[config.mk]
export PLATFORM = sky130hd
export DESIGN_NAME = cpu_trace_unit_flat
export DESIGN_NICKNAME = d
export VERILOG_FILES = /design/src/rtl/cpu_trace_pkg.sv /design/src/rtl/cpu_trace_unit_if.sv /design/src/rtl/cpu_trace_unit_fifo.sv /design/src/rtl/cpu_trace_unit.sv /design/src/flat_wrapper.sv
export SDC_FILE = /design/constraint.sdc
export NUM_CORES = 1
export LEC_CHECK = 0
export BUFFER_PORTS_ARGS = -buffer_cell sky130_fd_sc_hd__buf_2
export CAP_MARGIN = 10
export CORE_MARGIN = 3
export CORE_UTILIZATION = 30
export CTS_CLUSTER_DIAMETER = 50
export DETAILED_ROUTE_END_ITERATION = 7
export GPL_ROUTABILITY_DRIVEN = 0
export PLACE_DENSITY_LB_ADDON = 0.1
export SYNTH_ARGS = -nofsm -noshare
export SYNTH_HDL_FRONTEND = slang
export SYNTH_SLANG_ARGS = --single-unit
[constraint.sdc]
create_clock -name clk_i -period 7.96 [get_ports clk_i]
set_clock_uncertainty 0.2 [all_clocks]
set_input_delay 1.592 -clock clk_i [delete_from_list [all_inputs] [get_ports clk_i]]
set_output_delay 1.592 -clock clk_i [all_outputs]
set_load 0.01 [all_outputs]
[src/rtl/cpu_trace_pkg.sv]
// Shared types for the CPU trace unit: record layout, FSM states and the
// word-select helper used by the serializer.
package cpu_trace_pkg;

  localparam int TRACE_WORDS = 4;
  localparam int WORD_W      = 32;
  localparam int IDX_W       = $clog2(TRACE_WORDS);

  typedef enum logic [1:0] {
    IDLE = 2'd0,
    RUN  = 2'd1,
    DONE = 2'd2
  } trace_state_e;

  typedef struct packed {
    logic [WORD_W-1:0] cycle;
    logic [WORD_W-1:0] stall;
    logic [WORD_W-1:0] flush;
    logic [WORD_W-1:0] pc;
  } trace_rec_t;

  // Word order on the stream: cycle, stall, flush, pc.
  function automatic logic [WORD_W-1:0] rec_word(input trace_rec_t rec,
                                                 input logic [IDX_W-1:0] idx);
    logic [WORD_W-1:0] w;
    unique case (idx)
      2'd0:    w = rec.cycle;
      2'd1:    w = rec.stall;
      2'd2:    w = rec.flush;
      default: w = rec.pc;
    endcase
    return w;
  endfunction

endpackage

[src/rtl/cpu_trace_unit_if.sv]
// Valid/ready trace word stream; the trace unit drives it as master.
interface cpu_trace_unit_if;
  import cpu_trace_pkg::*;

  logic              out_valid_o;
  logic              out_ready_i;
  logic [WORD_W-1:0] out_data_o;
  logic              out_last_o;

  modport master (
    output out_valid_o,
    output out_data_o,
    output out_last_o,
    input  out_ready_i
  );

  modport slave (
    input  out_valid_o,
    input  out_data_o,
    input  out_last_o,
    output out_ready_i
  );

endinterface

[src/rtl/cpu_trace_unit_fifo.sv]
// Synchronous record FIFO. A push into a full FIFO is still taken when a pop
// happens on the same edge, because the slot being freed is the one written.
module trace_rec_fifo
  import cpu_trace_pkg::*;
#(
  parameter int DEPTH = 4
) (
  input  logic       clk_i,
  input  logic       rst_i,
  input  logic       push_i,
  input  trace_rec_t push_rec_i,
  input  logic       pop_i,
  output trace_rec_t head_o,
  output logic       full_o,
  output logic       empty_o
);

  localparam int AW = $clog2(DEPTH);
  localparam logic [AW:0] FULL_CNT = (AW+1)'(DEPTH);

  trace_rec_t    mem_q [DEPTH];
  logic [AW-1:0] wr_ptr_q, wr_ptr_d;
  logic [AW-1:0] rd_ptr_q, rd_ptr_d;
  logic [AW:0]   count_q, count_d;
  logic          do_push;
  logic          do_pop;

  assign full_o  = (count_q == FULL_CNT);
  assign empty_o = (count_q == '0);
  assign do_pop  = pop_i & ~empty_o;
  assign do_push = push_i & (~full_o | do_pop);

  always_comb begin
    wr_ptr_d = wr_ptr_q;
    rd_ptr_d = rd_ptr_q;
    count_d  = count_q;
    if (do_push) wr_ptr_d = wr_ptr_q + 1'b1;
    if (do_pop)  rd_ptr_d = rd_ptr_q + 1'b1;
    unique case ({do_push, do_pop})
      2'b10:   count_d = count_q + 1'b1;
      2'b01:   count_d = count_q - 1'b1;
      default: count_d = count_q;
    endcase
  end

  always_ff @(posedge clk_i) begin
    if (rst_i) begin
      wr_ptr_q <= '0;
      rd_ptr_q <= '0;
      count_q  <= '0;
    end else begin
      wr_ptr_q <= wr_ptr_d;
      rd_ptr_q <= rd_ptr_d;
      count_q  <= count_d;
    end
  end

  // Storage needs no reset: it is only observed through a non-empty head.
  always_ff @(posedge clk_i) begin
    if (do_push) mem_q[wr_ptr_q] <= push_rec_i;
  end

  assign head_o = mem_q[rd_ptr_q];

endmodule

[src/rtl/cpu_trace_unit.sv]
// Per-cycle CPU trace producer: capture FSM, event counters and a 4-word
// serializer draining a small record FIFO.
module cpu_trace_unit
  import cpu_trace_pkg::*;
#(
  parameter int MAX_CYCLES = 30,
  parameter int FIFO_DEPTH = 4
) (
  input  logic                     clk_i,
  input  logic                     rst_i,
  input  logic                     start_i,
  input  logic                     hd_stall_i,
  input  logic                     jump_i,
  input  logic                     branch_i,
  input  logic                     flush_i,
  input  logic [WORD_W-1:0]        pc_i,
  cpu_trace_unit_if.master         trace_if,
  output logic                     done_o,
  output logic                     overflow_o
);

  localparam logic [WORD_W-1:0] LAST_CYCLE = WORD_W'(MAX_CYCLES - 1);
  localparam logic [IDX_W-1:0]  LAST_IDX   = IDX_W'(TRACE_WORDS - 1);

  trace_state_e      state_q, state_d;
  logic [WORD_W-1:0] cycle_q, cycle_d;
  logic [WORD_W-1:0] stall_q, stall_d;
  logic [WORD_W-1:0] flush_q, flush_d;
  logic              overflow_q, overflow_d;
  logic [IDX_W-1:0]  idx_q, idx_d;

  logic       capture;
  logic       stall_inc;
  logic       fifo_full;
  logic       fifo_empty;
  logic       fire;
  logic       last_word;
  logic       pop;
  trace_rec_t cap_rec;
  trace_rec_t head_rec;

  always_ff @(posedge clk_i) begin
    if (rst_i) state_q <= IDLE;
    else       state_q <= state_d;
  end

  always_comb begin
    state_d = state_q;
    unique case (state_q)
      IDLE:    if (start_i) state_d = RUN;
      RUN:     if (start_i && (cycle_q == LAST_CYCLE)) state_d = DONE;
      DONE:    state_d = DONE;
      default: state_d = IDLE;
    endcase
  end

  always_comb begin
    capture = 1'b0;
    done_o  = 1'b0;
    unique case (state_q)
      RUN:     capture = start_i;
      DONE:    done_o  = 1'b1;
      default: ;
    endcase
  end

  // A stall that coincides with a jump/branch decode is resolved by the
  // flush instead, so it is not counted as a load-use stall.
  assign stall_inc = hd_stall_i & ~jump_i & ~branch_i;

  always_comb begin
    cycle_d    = cycle_q;
    stall_d    = stall_q;
    flush_d    = flush_q;
    overflow_d = overflow_q;
    if (capture) begin
      cycle_d = cycle_q + 1'b1;
      stall_d = stall_q + WORD_W'(stall_inc);
      flush_d = flush_q + WORD_W'(flush_i);
      if (fifo_full && !pop) overflow_d = 1'b1;
    end
  end

  always_ff @(posedge clk_i) begin
    if (rst_i) begin
      cycle_q    <= '0;
      stall_q    <= '0;
      flush_q    <= '0;
      overflow_q <= 1'b0;
    end else begin
      cycle_q    <= cycle_d;
      stall_q    <= stall_d;
      flush_q    <= flush_d;
      overflow_q <= overflow_d;
    end
  end

  assign overflow_o = overflow_q;

  // Snapshot holds the pre-update counter values.
  assign cap_rec = '{cycle: cycle_q, stall: stall_q, flush: flush_q, pc: pc_i};

  trace_rec_fifo #(
    .DEPTH (FIFO_DEPTH)
  ) u_fifo (
    .clk_i      (clk_i),
    .rst_i      (rst_i),
    .push_i     (capture),
    .push_rec_i (cap_rec),
    .pop_i      (pop),
    .head_o     (head_rec),
    .full_o     (fifo_full),
    .empty_o    (fifo_empty)
  );

  assign fire      = trace_if.out_valid_o & trace_if.out_ready_i;
  assign last_word = (idx_q == LAST_IDX);
  assign pop       = fire & last_word;

  always_comb begin
    idx_d = idx_q;
    if (fire) idx_d = last_word ? '0 : idx_q + 1'b1;
  end

  always_ff @(posedge clk_i) begin
    if (rst_i) idx_q <= '0;
    else       idx_q <= idx_d;
  end

  // Head and idx only move on a handshake, so data/last hold while stalled.
  assign trace_if.out_valid_o = ~fifo_empty;
  assign trace_if.out_data_o  = fifo_empty ? '0 : rec_word(head_rec, idx_q);
  assign trace_if.out_last_o  = ~fifo_empty & last_word;

endmodule

[src/flat_wrapper.sv]
// flat-port wrapper written by rule: the top's interface ports become plain ports
module cpu_trace_unit_flat import cpu_trace_pkg::*;
#(
  parameter int MAX_CYCLES = 30,
  parameter int FIFO_DEPTH = 4
)
  (clk_i, rst_i, start_i, hd_stall_i, jump_i, branch_i, flush_i, pc_i, done_o, overflow_o, trace_if_out_valid_o, trace_if_out_data_o, trace_if_out_last_o, trace_if_out_ready_i);
  cpu_trace_unit_if trace_if_i ();
  input  logic clk_i;
  input  logic rst_i;
  input  logic start_i;
  input  logic hd_stall_i;
  input  logic jump_i;
  input  logic branch_i;
  input  logic flush_i;
  input  logic [WORD_W-1:0] pc_i;
  output logic done_o;
  output logic overflow_o;
  output wire logic [$bits(trace_if_i.out_valid_o)-1:0] trace_if_out_valid_o;
  output wire logic [$bits(trace_if_i.out_data_o)-1:0] trace_if_out_data_o;
  output wire logic [$bits(trace_if_i.out_last_o)-1:0] trace_if_out_last_o;
  input wire logic [$bits(trace_if_i.out_ready_i)-1:0] trace_if_out_ready_i;
  assign trace_if_out_valid_o = trace_if_i.out_valid_o;
  assign trace_if_out_data_o = trace_if_i.out_data_o;
  assign trace_if_out_last_o = trace_if_i.out_last_o;
  assign trace_if_i.out_ready_i = trace_if_out_ready_i;
  cpu_trace_unit #(.MAX_CYCLES(MAX_CYCLES), .FIFO_DEPTH(FIFO_DEPTH)) u_core (.clk_i(clk_i), .rst_i(rst_i), .start_i(start_i), .hd_stall_i(hd_stall_i), .jump_i(jump_i), .branch_i(branch_i), .flush_i(flush_i), .pc_i(pc_i), .trace_if(trace_if_i), .done_o(done_o), .overflow_o(overflow_o));
endmodule
======== Yosys cells after proc, flatten, opt, wreduce, memory -nomap -nowiden ========
Memories as Yosys holds them, arrays and structs flattened. A register that Yosys moved wholly into a read port is not among the register bits.
Cells that the tools add are included.
cells by class
  add/subtract/negate cells ............... 8
  equal/unequal tests ..................... 11
  muxes and demuxes ....................... 13
  bitwise gates (word level) .............. 12
  reductions and logical operators ........ 9
operators by type and width
  kind                     count
  $pmux W32 S3             1
  $add A32 B1 Y32          2
  $add A32 B1 Y32 const B  1
  $eq A32 B5 Y1 const B    1
  $mux W32                 1
  $mux W2                  5
  $eq A2 B2 Y1 const B     4
  $and A1 B1 Y1            7
  $add A2 B1 Y2 const B    3
  $eq A2 B1 Y1 const B     3
  $pmux W2 S3              1
  $pmux W3 S2              1
  $logic_not A2 Y1         2
  $mux W1                  4
  $not A1 Y1               4
  $reduce_and A2 Y1        2
  $add A3 B1 Y3 const B    1
  $eq A3 B3 Y1 const B     1
  $logic_not A3 Y1         1
  $sub A3 B1 Y3 const B    1
  $logic_and A1 B1 Y1      2
  $ne A2 B1 Y1 const B     1
  $ne A2 B2 Y1 const B     1
  $reduce_bool A2 Y1       1
  2 further kinds          2
storage, ports and cells
  bits in registers ....................... 108
  memory bits (writable) .................. 512
  input bits .............................. 40
  output and inout port bits .............. 36
  logic and storage cells ................. 63
  memories ................................ 1
memories
  memory               depth  bits a word  read ports  clocked after memory_dff  wr ports  RTL line                   RTL
  u_core.u_fifo.mem_q  4      128          1           1                         1         cpu_trace_unit_fifo.sv:21  trace_rec_t mem_q [DEPTH];

======== Depth between registers and ports, before layout ========
  depth in word-level cells ............... 9
  mapped depth ............................ 10
  mapped depth without buffers ............ 10

======== Modules after synthesis ========
A second synthesis with hierarchy kept.
second synthesis, totals
  cell total of the unflattened synthesis .. 1424
  area total of the unflattened synthesis .. 24449.7 um2
modules (own cells, without submodules)
  module          times used  cells an instance  area each (um2)  seq. area each (um2)
  trace_rec_fifo  1           727                18954.4          15554.9
  cpu_trace_unit  1           697                5495.3           2021.9

======== Worst setup path before layout ========
Ideal clock, no wire load.
  path kind ............................... input port to flip-flop
  from .................................... input start_i
  to ...................................... memory u_core.u_fifo.mem_q[0][0] in the netlist's numbering, enable pin
  library setup time ...................... 502 ps
  arrival time ............................ 5333 ps
  data required time ...................... 7258 ps
  path slack .............................. 1924 ps
  stages .................................. 4
  buffers on the path ..................... 1
  path through ............................ buf_2 nand2_1 a31oi_1 and2_1
on the way
  word-level cells in the longest chain between the ends .. 4
ends and longest elaborated chain
  element                        RTL line                   RTL
  start: declaration             flat_wrapper.sv:11         input logic start_i;
  $mux W1                        cpu_trace_unit.sv:60       unique case (state_q)
  $and A1 B1 Y1                  cpu_trace_unit_fifo.sv:31  assign do_push = push_i & (~full_o | do_pop);
  $mux W1                        cpu_trace_unit_fifo.sv:60  if (do_push) mem_q[wr_ptr_q] <= push_rec_i;
  $mux W1 (not written as such)  cpu_trace_unit_fifo.sv:60
  end: declaration               cpu_trace_unit_fifo.sv:21
No other way between the ends.

==> impl_metrics.ini <==
[clocking]
cts_setup_buffers = 0
clock_sinks = 622
ctsResizeCount = 0
numCtsBuffers = 83
cts_hold_buf = 0
cts_root_buf = clkbuf_16
clk_pin_slew_ps = 50
ctsHtreeMaxLevel = 3
cts_tree = yes
clockBufferDepth = 3
insertion_delay_ps = 610

[floorplan]
pin_count = 76
die_x_um = 291
die_h_um = 291
row_count = 103
core_region_area_um2 = 79800
start_util_pct = 30.6
fp.dieArea_um2 = 84800

[synth]
synthTopCellsByArea = edfxtp_1, mux4_2, dfxtp_1, nor2_1, a21oi_1
synthFlopType = edfxtp_1
netlist_instances = 1451
yosysWarnings = 0
synth_edf_count = 512
avgSynthCellArea_um2 = 16.8
synth.top_cell.area_share_pct = 63.0
ys_ff_latch = 622
syn-num-nets = 1510
synth_cell_types = 45
ys_seq_area_share_pct = 72.0
async_flop_share_pct = 0
syn_area_um2 = 24400
synth.largest_area_cell = edfxtp_1

[global_routing]
grt_overflow = 0
grt_pass1_vias = 13700
grt_pass1_wl_mm = 92.2
antenna_found_initial = 1
grt.total_usage_pct = 14.6
grt_max_degree = 129

[setup_path]
crit_chain = buf_4, mux4_2, a22oi_1, a21oi_1, a21oi_1, nor2_1, buf_2
critPathLaunchType = register
cp_top_family = flip-flops
path_class = register to primary output
worst-path-buf-inv = 2
cp_max_fo = 38
cpMaxStageDelayCell = dfxtp_4
critPathMaxStageDelay_ps = 920
cp_data_arrival_time_ps = 3610
crit_path_end_kind = primary output
cpMostUsedCell = a21oi_1
worstPathRequired_ps = 6170

[routing]
wl_per_cell_um = 23.0
vias = 13000
drc = 0
via_per_inst = 4.84
first_iter_violations = 723
drtPass1Iterations = 4
drtAntennaViolNets = 0
routed_wl_mm = 61.6

[finish]
fillers = 7488
diodes = 0
finalNetCount = 1618
drive_gt1_share_pct = 22.9
syn2layout_area_growth_pct = 18.5

[worst_hold_path]
hold_path_class = register to register

[power_and_ir_drop]
p_total_mw = 7.67
leakage_nw = 9.06
power_density_nw_per_um2 = 265
vdd_drop_max_mv = 0.130

[place]
io_buffer_count = 75
place_hpwl_mm = 35.0

[sta]
finalSetupViolations = 0
period_share_pct = 67.9
slew_headroom_pct = 35.0
fin_tns_setup_ps = 0
final_hold_viol_count = 0
drv_slew = 0
timing.fmax_ghz = 0.185
rsz0062_at_grt = false
tightestPinTransition_ps = 975
fin_crit_ps = 5410

[status]
status = finished, final reports clean

[flow_run]
cap_viol_max_count = 0
power by group:
part           leakage [nW]  switching, mW  internal (mW)
registers              5.45         0.0222           3.57
logic                  2.24          0.196          0.100
clock network          1.37           1.40           2.38
through the flow:
step                      utilization (%)  hold slack [ps]  area, um^2  setup slack [ps]  cells
after floorplan                         -              266       24400              1920   1451
final                                36.2              295       28900              2550   2677
after detailed placement             32.7              279       26100              2980   2524
after CTS                            36.2              306       28900              2290   2677
after global placement               32.7              289       26100              2980   2524
after global routing                 36.2              330       28900              2190   2677
synth_stat cells (2+ instances only):
cell,n
edfxtp_1,512
mux4_2,128
nor2_1,125
dfxtp_1,110
a21oi_1,87
nand2_1,70
clkbuf_1,53
xor2_1,44
xnor2_1,38
a22oi_1,32
nand4_1,31
nand3_1,28
inv_1,24
nor4_1,23
ha_1,18
nor3_1,17
buf_1,16
and4_1,12
and3_1,11
o21ai_0,11
or3_1,11
and2_1,10
buf_2,5
or4_1,5
nor2b_1,3
o31ai_1,3
or3_2,3
a31oi_1,2
nand2b_1,2
nand3_2,2
cell families (layout without fill, tap and decap cells):
| kind of cell | count (synthesis) | after routing | share of synthesized area (%) |
|---|---|---|---|
| XOR/XNOR | 82 | 82 | 2.94 |
| multiplexers | 129 | 129 | 11.9 |
| AND/OR/NAND/NOR | 360 | 360 | 7.28 |
| flip-flops | 622 | 622 | 72.0 |
| adder cells (fa/ha/maj) | 19 | 19 | 1.01 |
| buffers and inverters | 99 | 275 | 1.55 |
| AO/OA/AOI/OAI | 140 | 140 | 3.31 |
flip-flops by register name, indices dropped and copies added (netlist names), named ones only:
signal and cells:
u_core.u_fifo.mem_q 512, u_core.cycle_q 32, u_core.flush_q 32, u_core.stall_q 32, u_core.u_fifo.count_q 3, u_core.idx_q 2
u_core.state_q 2, u_core.u_fifo.rd_ptr_q 2, u_core.u_fifo.wr_ptr_q 2, u_core.overflow_o 1
area by class of cell:
type	instances	area, um^2	area share (%)
inverter	24	90.1	0.312
tap	1050	1310	4.54
clock buffer	111	2270	7.87
sequential	622	17600	60.8
timing repair buffer	98	626	2.16
clock inverter	42	551	1.90
multi-input combinational	730	6470	22.4
worst register-to-register path, stage by stage (launching register included):
cell and delay, ps:
dfxtp_1 310, inv_1 90, ha_1 360, nand2_1 350, a31oi_1 690, and2_4 710, buf_4 640
cell usage in the layout, fill, tap and decap left out, types with 12 or more instances in the layout:
| cell | n |
|---|---|
| edfxtp_1 | 512 |
| mux4_2 | 128 |
| nor2_1 | 125 |
| dfxtp_1 | 108 |
| a21oi_1 | 87 |
| clkbuf_16 | 85 |
| buf_2 | 74 |
| nand2_1 | 70 |
| xor2_1 | 44 |
| xnor2_1 | 38 |
| a22oi_1 | 32 |
| nand4_1 | 31 |
| nand3_1 | 28 |
| inv_1 | 24 |
| nor4_1 | 22 |
| clkbuf_1 | 21 |
| buf_4 | 18 |
| nor3_1 | 16 |
| ha_1 | 16 |
| and4_1 | 12 |
final timing paths:
check / startpoint / to / slack (ps) / cells past startpoint
worst min register to register: u_core.overflow_o / u_core.overflow_o / 290 / 2
worst min-delay path: u_core.overflow_o / u_core.overflow_o / 290 / 2
worst max-delay path: register / trace_if_out_data_o[12] / 2550 / 7
worst max register to register: u_core.state_q[1] / u_core.u_fifo.mem_q[1][56] / 4180 / 6
per-layer routing:
| layer | track usage (%) | up-vias | share of wire (%) |
|---|---|---|---|
| met2 | 23.5 | 240 | 48 |
| met1 | 20.4 | 6724 | 46 |
| met4 | 4.12 | 2 | 2.0 |
| met3 | 2.49 | 86 | 3.8 |
| met5 | 0 | - | 0.023 |
| li1 | - | 5906 | - |
(Power assumes the default switching activity.)
